<file path="config.mk">
export PLATFORM = sky130hd
export DESIGN_NAME = trackball_decoder
export DESIGN_NICKNAME = d
export VERILOG_FILES = /design/src/rtl/trackball_decoder.sv
export SDC_FILE = /design/constraint.sdc
export NUM_CORES = 1
export LEC_CHECK = 0
export BUFFER_PORTS_ARGS = -buffer_cell sky130_fd_sc_hd__buf_2
export CORE_AREA = 4 4 73 75
export DETAILED_ROUTE_END_ITERATION = 10
export DIE_AREA = 0 0 77 79
export PLACE_DENSITY_LB_ADDON = 0.3
export SLEW_MARGIN = 20
export SYNTH_ARGS = -nofsm -noshare
export SYNTH_HDL_FRONTEND = slang
export SYNTH_SLANG_ARGS = --single-unit
export TNS_END_PERCENT = 5
</file>
<file path="constraint.sdc">
create_clock -name clk_12mhz -period 2 [get_ports clk_12mhz]
set_input_delay 0.4 -clock clk_12mhz [delete_from_list [all_inputs] [get_ports clk_12mhz]]
set_output_delay 0.4 -clock clk_12mhz [all_outputs]
set_load 0.02 [all_outputs]
</file>
<file path="src/rtl/trackball_decoder.sv">
`timescale 1ns/1ps
// trackball_decoder
//   Game-side decoder for the mouse-to-trackball encoder. Each axis delivers a
//   direction level and a clock level whose every change is one step. Steps
//   are accumulated into two wrapping up/down counters. The CPU reads
//   snapshots of the counters in the IN0/IN1 trackball layout.
//
//   Optional build macro: TRACKBALL_DECODER_FILTER_EN
//     When it is defined, a glitch filter sits after each synchronized clk
//     bit. The filtered level only follows the synced level once the two have
//     differed for FILT_LEN consecutive cycles.
//
// Parameters
//   CNT_W     counter width per axis (1..7)
//   FILT_LEN  glitch-filter stability length in cycles (2..15), filter build only
//
// Ports
//   clk_12mhz  core clock, rising edge
//   reset_n    asynchronous active-low reset
//   trak_i     {x_dir, x_clk, y_dir, y_clk}, asynchronous to clk_12mhz
//   flip_i     cocktail flip, inverts both direction bits
//   pause_i    1 = steps discarded
//   rd_x_i     snapshot strobe for X
//   rd_y_i     snapshot strobe for Y
//   clr_i      clear both counters
//   x_o, y_o   {dir_eff, zeros, cnt} snapshots

module trackball_decoder #(
  parameter int CNT_W    = 4,
  parameter int FILT_LEN = 3
) (
  input  logic       clk_12mhz,
  input  logic       reset_n,
  input  logic [3:0] trak_i,
  input  logic       flip_i,
  input  logic       pause_i,
  input  logic       rd_x_i,
  input  logic       rd_y_i,
  input  logic       clr_i,
  output logic [7:0] x_o,
  output logic [7:0] y_o
);

  // Elaboration-time parameter range checks.
  if (CNT_W < 1 || CNT_W > 7) begin : g_bad_cnt_w
    $error("trackball_decoder: CNT_W must be 1..7");
  end
  if (FILT_LEN < 2 || FILT_LEN > 15) begin : g_bad_filt_len
    $error("trackball_decoder: FILT_LEN must be 2..15");
  end

  // ---------------------------------------------------------------------------
  // Startup guard: no step detection until three cycles after reset release.
  // Without it, a clk line that is already high at release would look like an
  // edge against the zero-reset history.
  // ---------------------------------------------------------------------------
  typedef enum logic {GUARD, RUN} guard_state_e;

  guard_state_e state_q, state_d;
  logic [1:0]   guard_cnt_q, guard_cnt_d;

  always_ff @(posedge clk_12mhz or negedge reset_n) begin
    if (!reset_n) begin
      state_q     <= GUARD;
      guard_cnt_q <= 2'd0;
    end else begin
      state_q     <= state_d;
      guard_cnt_q <= guard_cnt_d;
    end
  end

  always_comb begin
    // NOTE: defaults first, so every path assigns every output and no latch is inferred.
    state_d     = state_q;
    guard_cnt_d = guard_cnt_q;
    case (state_q)
      GUARD: begin
        if (guard_cnt_q == 2'd2) begin
          state_d     = RUN;
          guard_cnt_d = 2'd0;
        end else begin
          guard_cnt_d = guard_cnt_q + 2'd1;
        end
      end
      default: ;  // RUN is terminal until reset
    endcase
  end

  // ---------------------------------------------------------------------------
  // Input synchronizers. Both bits of an axis come from one encoder register,
  // so dir and clk stay coherent through the same flop stages.
  // ---------------------------------------------------------------------------
  logic [3:0] sync1_q, sync2_q;

  always_ff @(posedge clk_12mhz or negedge reset_n) begin
    if (!reset_n) begin
      sync1_q <= 4'h0;
      sync2_q <= 4'h0;
    end else begin
      // NOTE: non-blocking, so sync2_q takes the old sync1_q and both stages stay distinct flops.
      sync1_q <= trak_i;
      sync2_q <= sync1_q;
    end
  end

  // Index 1 = X, index 0 = Y throughout.
  logic [1:0] raw_lvl, clk_lvl, prev_q, step, dir_eff;

  assign raw_lvl = {sync2_q[2], sync2_q[0]};
  assign dir_eff = {sync2_q[3], sync2_q[1]} ^ {2{flip_i}};

`ifdef TRACKBALL_DECODER_FILTER_EN
  logic [1:0]      filt_q;
  logic [1:0][3:0] stab_q;

  always_ff @(posedge clk_12mhz or negedge reset_n) begin
    if (!reset_n) begin
      filt_q <= 2'b00;
      stab_q <= '0;
    end else begin
      for (int i = 0; i < 2; i++) begin
        if (raw_lvl[i] != filt_q[i]) begin
          // This is the FILT_LEN-th consecutive differing cycle.
          if (stab_q[i] == 4'(FILT_LEN - 1)) begin
            filt_q[i] <= raw_lvl[i];
            stab_q[i] <= 4'd0;
          end else begin
            stab_q[i] <= stab_q[i] + 4'd1;
          end
        end else begin
          stab_q[i] <= 4'd0;
        end
      end
    end
  end

  assign clk_lvl = filt_q;
`else
  assign clk_lvl = raw_lvl;
`endif

  // Edge history always tracks the level, even while guarded or paused. A
  // discarded step is therefore gone for good and cannot burst out later.
  always_ff @(posedge clk_12mhz or negedge reset_n) begin
    if (!reset_n) prev_q <= 2'b00;
    else          prev_q <= clk_lvl;
  end

  assign step = (clk_lvl ^ prev_q) & {2{state_q == RUN}};

  // ---------------------------------------------------------------------------
  // Counters and snapshots. Snapshots sample the pre-update counts, so a read
  // that coincides with a step or a clear returns the old value.
  // ---------------------------------------------------------------------------
  logic [CNT_W-1:0] cnt_x_q, cnt_y_q;

  function automatic logic [CNT_W-1:0] bump(input logic [CNT_W-1:0] cnt,
                                            input logic up);
    return up ? cnt + CNT_W'(1) : cnt - CNT_W'(1);
  endfunction

  function automatic logic [7:0] snap(input logic dir, input logic [CNT_W-1:0] cnt);
    logic [7:0] s;
    s            = 8'h00;
    s[CNT_W-1:0] = cnt;
    s[7]         = dir;
    return s;
  endfunction

  always_ff @(posedge clk_12mhz or negedge reset_n) begin
    if (!reset_n) begin
      cnt_x_q <= '0;
      cnt_y_q <= '0;
      x_o     <= 8'h00;
      y_o     <= 8'h00;
    end else begin
      if (clr_i) begin
        cnt_x_q <= '0;
        cnt_y_q <= '0;
      end else if (!pause_i) begin
        if (step[1]) cnt_x_q <= bump(cnt_x_q, dir_eff[1]);
        if (step[0]) cnt_y_q <= bump(cnt_y_q, dir_eff[0]);
      end
      if (rd_x_i) x_o <= snap(dir_eff[1], cnt_x_q);
      if (rd_y_i) y_o <= snap(dir_eff[0], cnt_y_q);
    end
  end

endmodule

</file>
# Word-level counts from Yosys, hierarchy flattened

Index checks and enable logic that the tools add are counted.

Flip-flop bits (word level): 31
Input bits: 11
Output and inout port bits: 16
Logic and storage cells: 34

Add/subtract/negate cells: 5
Equal/unequal tests: 2
Multiplexer cells: 11
Bitwise gates (word level): 3
Reduce and logical (&&, ||, !) cells: 4

Operators by type and width:

| cell                  | count |
|---|---|
| $mux W4               | 8 |
| $add A4 B1 Y4 const B | 2 |
| $sub A4 B1 Y4 const B | 2 |
| $reduce_and A2 Y1     | 2 |
| $reduce_bool A2 Y1    | 2 |
| $xor A2 B2 Y2         | 2 |
| $add A2 B1 Y2 const B | 1 |
| $and A2 B2 Y2         | 1 |
| $eq A2 B2 Y1 const B  | 1 |
| $mux W1               | 2 |
| $mux W2               | 1 |
| $ne A2 B1 Y1 const B  | 1 |

# Logic depth before layout (Yosys ltp)

Word-level depth: 5
Depth in mapped cells: 6
Depth with buffers taken out: 6

# Worst setup path before layout

Ideal clock, no wire load.

Path kind: input port to flip-flop
Start point: input port flip_i
End point: register cnt_y_q[3]
Library setup time: 0.143 ns
Arrival time: 1.802 ns
Path slack: 0.055 ns
Stages on the path: 6
Buffers on the path: 0
Cell sequence: xnor2_1 ha_1 o21a_1 o2111a_1 a311oi_1 o211ai_1

Word-level cells in the longest chain between the ends: 5

RTL lines:

| item                 | line | text |
|---|---|---|
| start, declared      | 35   | `input logic flip_i,` |
| $xor A2 B2 Y2        | 110  | `assign dir_eff = {sync2_q[3], sync2_q[1]} ^ {2{flip_i}};` |
| $mux W4              | 159  | `return up ? cnt + CNT_W'(1) : cnt - CNT_W'(1);` |
| $mux W4              | 182  | `if (step[0]) cnt_y_q <= bump(cnt_y_q, dir_eff[0]);` |
| $mux W4              | 180  | `end else if (!pause_i) begin` |
| $mux W4              | 177  | `if (clr_i) begin` |
| end signal, assigned | 182  |  |
| end, declared        | 155  | `logic [CNT_W-1:0] cnt_x_q, cnt_y_q;` |

Every way passes these cells. The select of a mux whose other input is x is not followed.
A chain may end at the register's enable or synchronous reset.

# Worst setup path after layout

Start point: register sync2_q[3]
End point: register cnt_x_q[3]

Word-level cells in the longest chain between the ends: 5

RTL lines:

| item                   | line | text |
|---|---|---|
| start, declared        | 93   | `logic [3:0] sync1_q, sync2_q;` |
| start signal, assigned | 102  | `sync2_q <= sync1_q;` |
| $xor A2 B2 Y2          | 110  |  |
| $mux W4                | 159  |  |
| $mux W4                | 181  | `if (step[1]) cnt_x_q <= bump(cnt_x_q, dir_eff[1]);` |
| $mux W4                | 180  |  |
| $mux W4                | 177  |  |
| end signal, assigned   | 181  |  |
| end, declared          | 155  |  |

Every way passes these cells. The select of a mux whose other input is x is not followed.

==> impl_metrics.sql <==
INSERT INTO impl_metrics (metric_group, metric, value, unit) VALUES
('outcome', 'status', 'completed', ''),
('timing', 'grt_setup_unrepaired', 'false', ''),
('grt', 'met3_usage', '0.03628', ''),
('critical_path', 'crit_path_max_fanout', '2', ''),
('final_layout', 'layout-drive-gt1-share', '0.3043', ''),
('final_layout', 'final_instance_count_without_filler_cells', '192', ''),
('clock_tree', 'tritoncts_num_sinks', '31', ''),
('grt', 'grt_pass1_wl', '4.333', 'mm'),
('routing', 'vias', '902', ''),
('routing', 'drt_first_pass_iters', '4', ''),
('clock_tree', 'root_buffer', 'sky130_fd_sc_hd__clkbuf_8', ''),
('final_layout', 'fin_nets', '152', ''),
('final_layout', 'layout-area-overhead-vs-synth', '18.37', '%'),
('die', 'floorplan.die_area', '0.006083', 'mm2'),
('place', 'portBuffers', '20', ''),
('die', 'rows', '25', ''),
('timing', 'finalCritPeriodShare', '0.9067', ''),
('power', 'power.static_leakage', '0.7915', 'nW'),
('timing', 'final_max_slew_viol_count', '0', ''),
('grt', 'grt_antenna_before_repair', '0', ''),
('clock_tree', 'worstSkewPairLatency', '0.28', 'ns'),
('logic_synthesis', 'netlist_instances', '110', ''),
('grt', 'grt_remaining_overflow', '0', ''),
('routing', 'drcViolationCount', '0', ''),
('timing', 'setup-violations-final', '0', ''),
('routing', 'drt-total-wl', '2.476', 'mm'),
('critical_path', 'crit_path_end_kind', 'register', ''),
('grt', 'number_of_global_route_vias_before_repair', '979', ''),
('timing', 'final.setup_skew', '0.001932', 'ns'),
('timing', 'timing_hold_violations_final', '0', ''),
('die', 'ios', '27', ''),
('grt', 'use_met2', '0.1559', ''),
('critical_path', 'critical_path.top_delay_family', 'simple AND/OR/NAND/NOR gates', ''),
('logic_synthesis', 'main_area_contributors_after_synthesis', 'sky130_fd_sc_hd__dfrtp_1 (57%), sky130_fd_sc_hd__mux2_2 (7.5%), sky130_fd_sc_hd__ha_1 (3.7%)', ''),
('die', 'placeable_core_area', '0.004661', 'mm2'),
('final_layout', 'layout.core_utilization', '0.3442', ''),
('critical_path', 'cp_slowest_cell', 'sky130_fd_sc_hd__or4_1', ''),
('logic_synthesis', 'ys_seq_elements', '31', ''),
('routing', 'final_antenna_net_count', '0', ''),
('timing', 'transition_time_at_the_pin_with_the_least_slew_margin', '0.6734', 'ns'),
('timing', 'timing.fmax', '551.5', 'MHz'),
('run', 'drv_cap', '0', ''),
('die', 'die_height', '79', 'um'),
('clock_tree', 'cts.repair.resized', '0', ''),
('logic_synthesis', 'distinct_cells_synth', '31', ''),
('critical_path', 'critical_path_arrival', '2.02', 'ns'),
('timing', 'min_period', '1.813', 'ns'),
('final_layout', 'n_antenna_cell', '0', ''),
('die', 'start_util', '0.2907', ''),
('timing', 'finalWorstSetupSlack', '0.1866', 'ns'),
('logic_synthesis', 'cell_type_with_the_largest_total_area_after_synthesis', 'sky130_fd_sc_hd__dfrtp_1', ''),
('final_layout', 'design_area', '0.001604', 'mm2'),
('place', 'dpl_worst_slack', '0.03318', 'ns'),
('grt', 'globalRouteMet1Util', '0.09397', ''),
('grt', 'grt_busiest_layer', 'met2', ''),
('critical_path', 'path_common_cell', 'sky130_fd_sc_hd__o21a_1', ''),
('clock_tree', 'htree_num_levels', '2', ''),
('power', 'pwr_cell_area', '942.6', 'mW/mm2'),
('power', 'maximum_resistive_drop_on_vdd', '383.8', 'uV'),
('routing', 'drt-wirelength-per-cell', '12.90', 'um'),
('place', 'dpl_cell_area', '0.001504', 'mm2'),
('clock_tree', 'clockBufferDepth', '2', ''),
('logic_synthesis', 'yosys_warnings', '0', ''),
('clock_tree', 'post-cts-setup-buffers', '0', ''),
('logic_synthesis', 'netlist_area', '0.001355', 'mm2'),
('timing', 'slew_headroom', '0.5511', ''),
('min_path', 'hold_path_class', 'primary input to async pin', ''),
('clock_tree', 'clk_transition_reported_paths', '0.06', 'ns'),
('routing', 'detail_route.vias_per_cell', '4.698', ''),
('grt', 'grt_use_total', '0.09180', ''),
('clock_tree', 'tritoncts.num_buffers', '5', '');
-- cells in the mapped netlist --
| master | instances |
|---|---|
| sky130_fd_sc_hd__dfrtp_1 | 31 |
| sky130_fd_sc_hd__nor2_1 | 10 |
| sky130_fd_sc_hd__mux2_2 | 9 |
| sky130_fd_sc_hd__a21oi_1 | 6 |
| sky130_fd_sc_hd__buf_4 | 6 |
| sky130_fd_sc_hd__nand2_1 | 6 |
| sky130_fd_sc_hd__ha_1 | 4 |
| sky130_fd_sc_hd__xor2_1 | 4 |
| sky130_fd_sc_hd__o21a_1 | 3 |
| sky130_fd_sc_hd__xnor2_1 | 3 |
| sky130_fd_sc_hd__a311oi_1 | 2 |
| sky130_fd_sc_hd__inv_1 | 2 |
| sky130_fd_sc_hd__nand2b_1 | 2 |
| sky130_fd_sc_hd__nand3_1 | 2 |
| sky130_fd_sc_hd__nand4_1 | 2 |
| sky130_fd_sc_hd__nor3_1 | 2 |
| sky130_fd_sc_hd__or4_1 | 2 |
| sky130_fd_sc_hd__a21o_1 | 1 |
| sky130_fd_sc_hd__a31o_2 | 1 |
| sky130_fd_sc_hd__buf_6 | 1 |
| sky130_fd_sc_hd__clkbuf_1 | 1 |
| sky130_fd_sc_hd__conb_1 | 1 |
| sky130_fd_sc_hd__mux2i_1 | 1 |
| sky130_fd_sc_hd__nand2b_4 | 1 |
| sky130_fd_sc_hd__nand4b_1 | 1 |
| sky130_fd_sc_hd__o2111a_1 | 1 |
| sky130_fd_sc_hd__o211ai_1 | 1 |
| sky130_fd_sc_hd__o21ai_0 | 1 |
| sky130_fd_sc_hd__o221ai_1 | 1 |
| sky130_fd_sc_hd__o31ai_1 | 1 |
| sky130_fd_sc_hd__xnor2_2 | 1 |
-- cell type report --
type / instances / area (um2)
fillers: 453 / 3057
multi-input cells: 74 / 530.5
inverters: 2 / 7.507
clock buffers: 8 / 100.1
flip-flops and latches: 31 / 775.7
well taps: 54 / 67.56
repair buffers: 23 / 122.6
-- cell usage in the layout, fill, tap and decap left out, types with 2 or more instances in the layout --
cell,count
sky130_fd_sc_hd__inv_1,2
sky130_fd_sc_hd__nand4_1,2
sky130_fd_sc_hd__dfrtp_1,31
sky130_fd_sc_hd__or4_1,2
sky130_fd_sc_hd__conb_1,6
sky130_fd_sc_hd__o21a_1,3
sky130_fd_sc_hd__xnor2_1,3
sky130_fd_sc_hd__a21oi_1,6
sky130_fd_sc_hd__nand3_1,2
sky130_fd_sc_hd__buf_4,3
sky130_fd_sc_hd__clkbuf_8,7
sky130_fd_sc_hd__nor2_1,10
sky130_fd_sc_hd__nor3_1,2
sky130_fd_sc_hd__ha_1,4
sky130_fd_sc_hd__nand2b_1,2
sky130_fd_sc_hd__nand2_1,6
sky130_fd_sc_hd__buf_2,20
sky130_fd_sc_hd__mux2_2,9
sky130_fd_sc_hd__xor2_1,4
sky130_fd_sc_hd__a311oi_1,2
-- per-layer routing --
layer  vias to the layer above  share of wire  routed length (um)
met4                         0          0.024                  59
li1                        428              -                   -
met3                         5          0.055                 137
met5                         -              0                   0
met1                       443           0.40                 994
met2                        26           0.52                1284
-- path summary, 6_finish.rpt --
path                             from          to  slack, ns  cells past startpoint
max                        sync2_q[3]  cnt_x_q[3]       0.19                      6
min                           reset_n      y_o[7]       0.15                      1
max reg2reg                sync2_q[3]  cnt_x_q[3]       0.19                      6
min reg2reg                sync1_q[2]  sync2_q[2]       0.35                      0
max in group asynchronous     reset_n  sync2_q[0]       1.41                      1
min in group clk_12mhz      trak_i[0]  sync1_q[0]       0.22                      1
-- state kept, by name, indices dropped and copies added (netlist names) --
name,count
guard_cnt_q,2
sync2_q,4
prev_q,2
state_q,1
cnt_y_q,4
x_o,5
y_o,5
sync1_q,4
cnt_x_q,4
-- logic make-up after synthesis --
logic type	share of synthesized area
flops	0.5725
xor+xnor	0.05725
mux	0.08218
fa+ha+maj	0.03694
compound gates	0.09327
buf+inv	0.04986
other cells	0.002767
simple gates	0.1053
-- report_power, final --
group / switching, W / internal [W]
sequential: 0.0000414 / 0.000682
clock: 0.000218 / 0.000313
combinational: 0.000150 / 0.000107
total: 0.000409 / 0.00110
-- through the flow --
stage	total power, W	hold WS [ns]
5_1_grt	0.001597	0.2063
4_1_cts	0.001537	0.1772
3_5_place_dp	0.0009927	0.3347
2_1_floorplan	0.0009058	0.1044
3_3_place_gp	0.0009792	0.3313
6_report	0.001512	0.1485
Note: power is estimated with default switching activity, not from simulation.
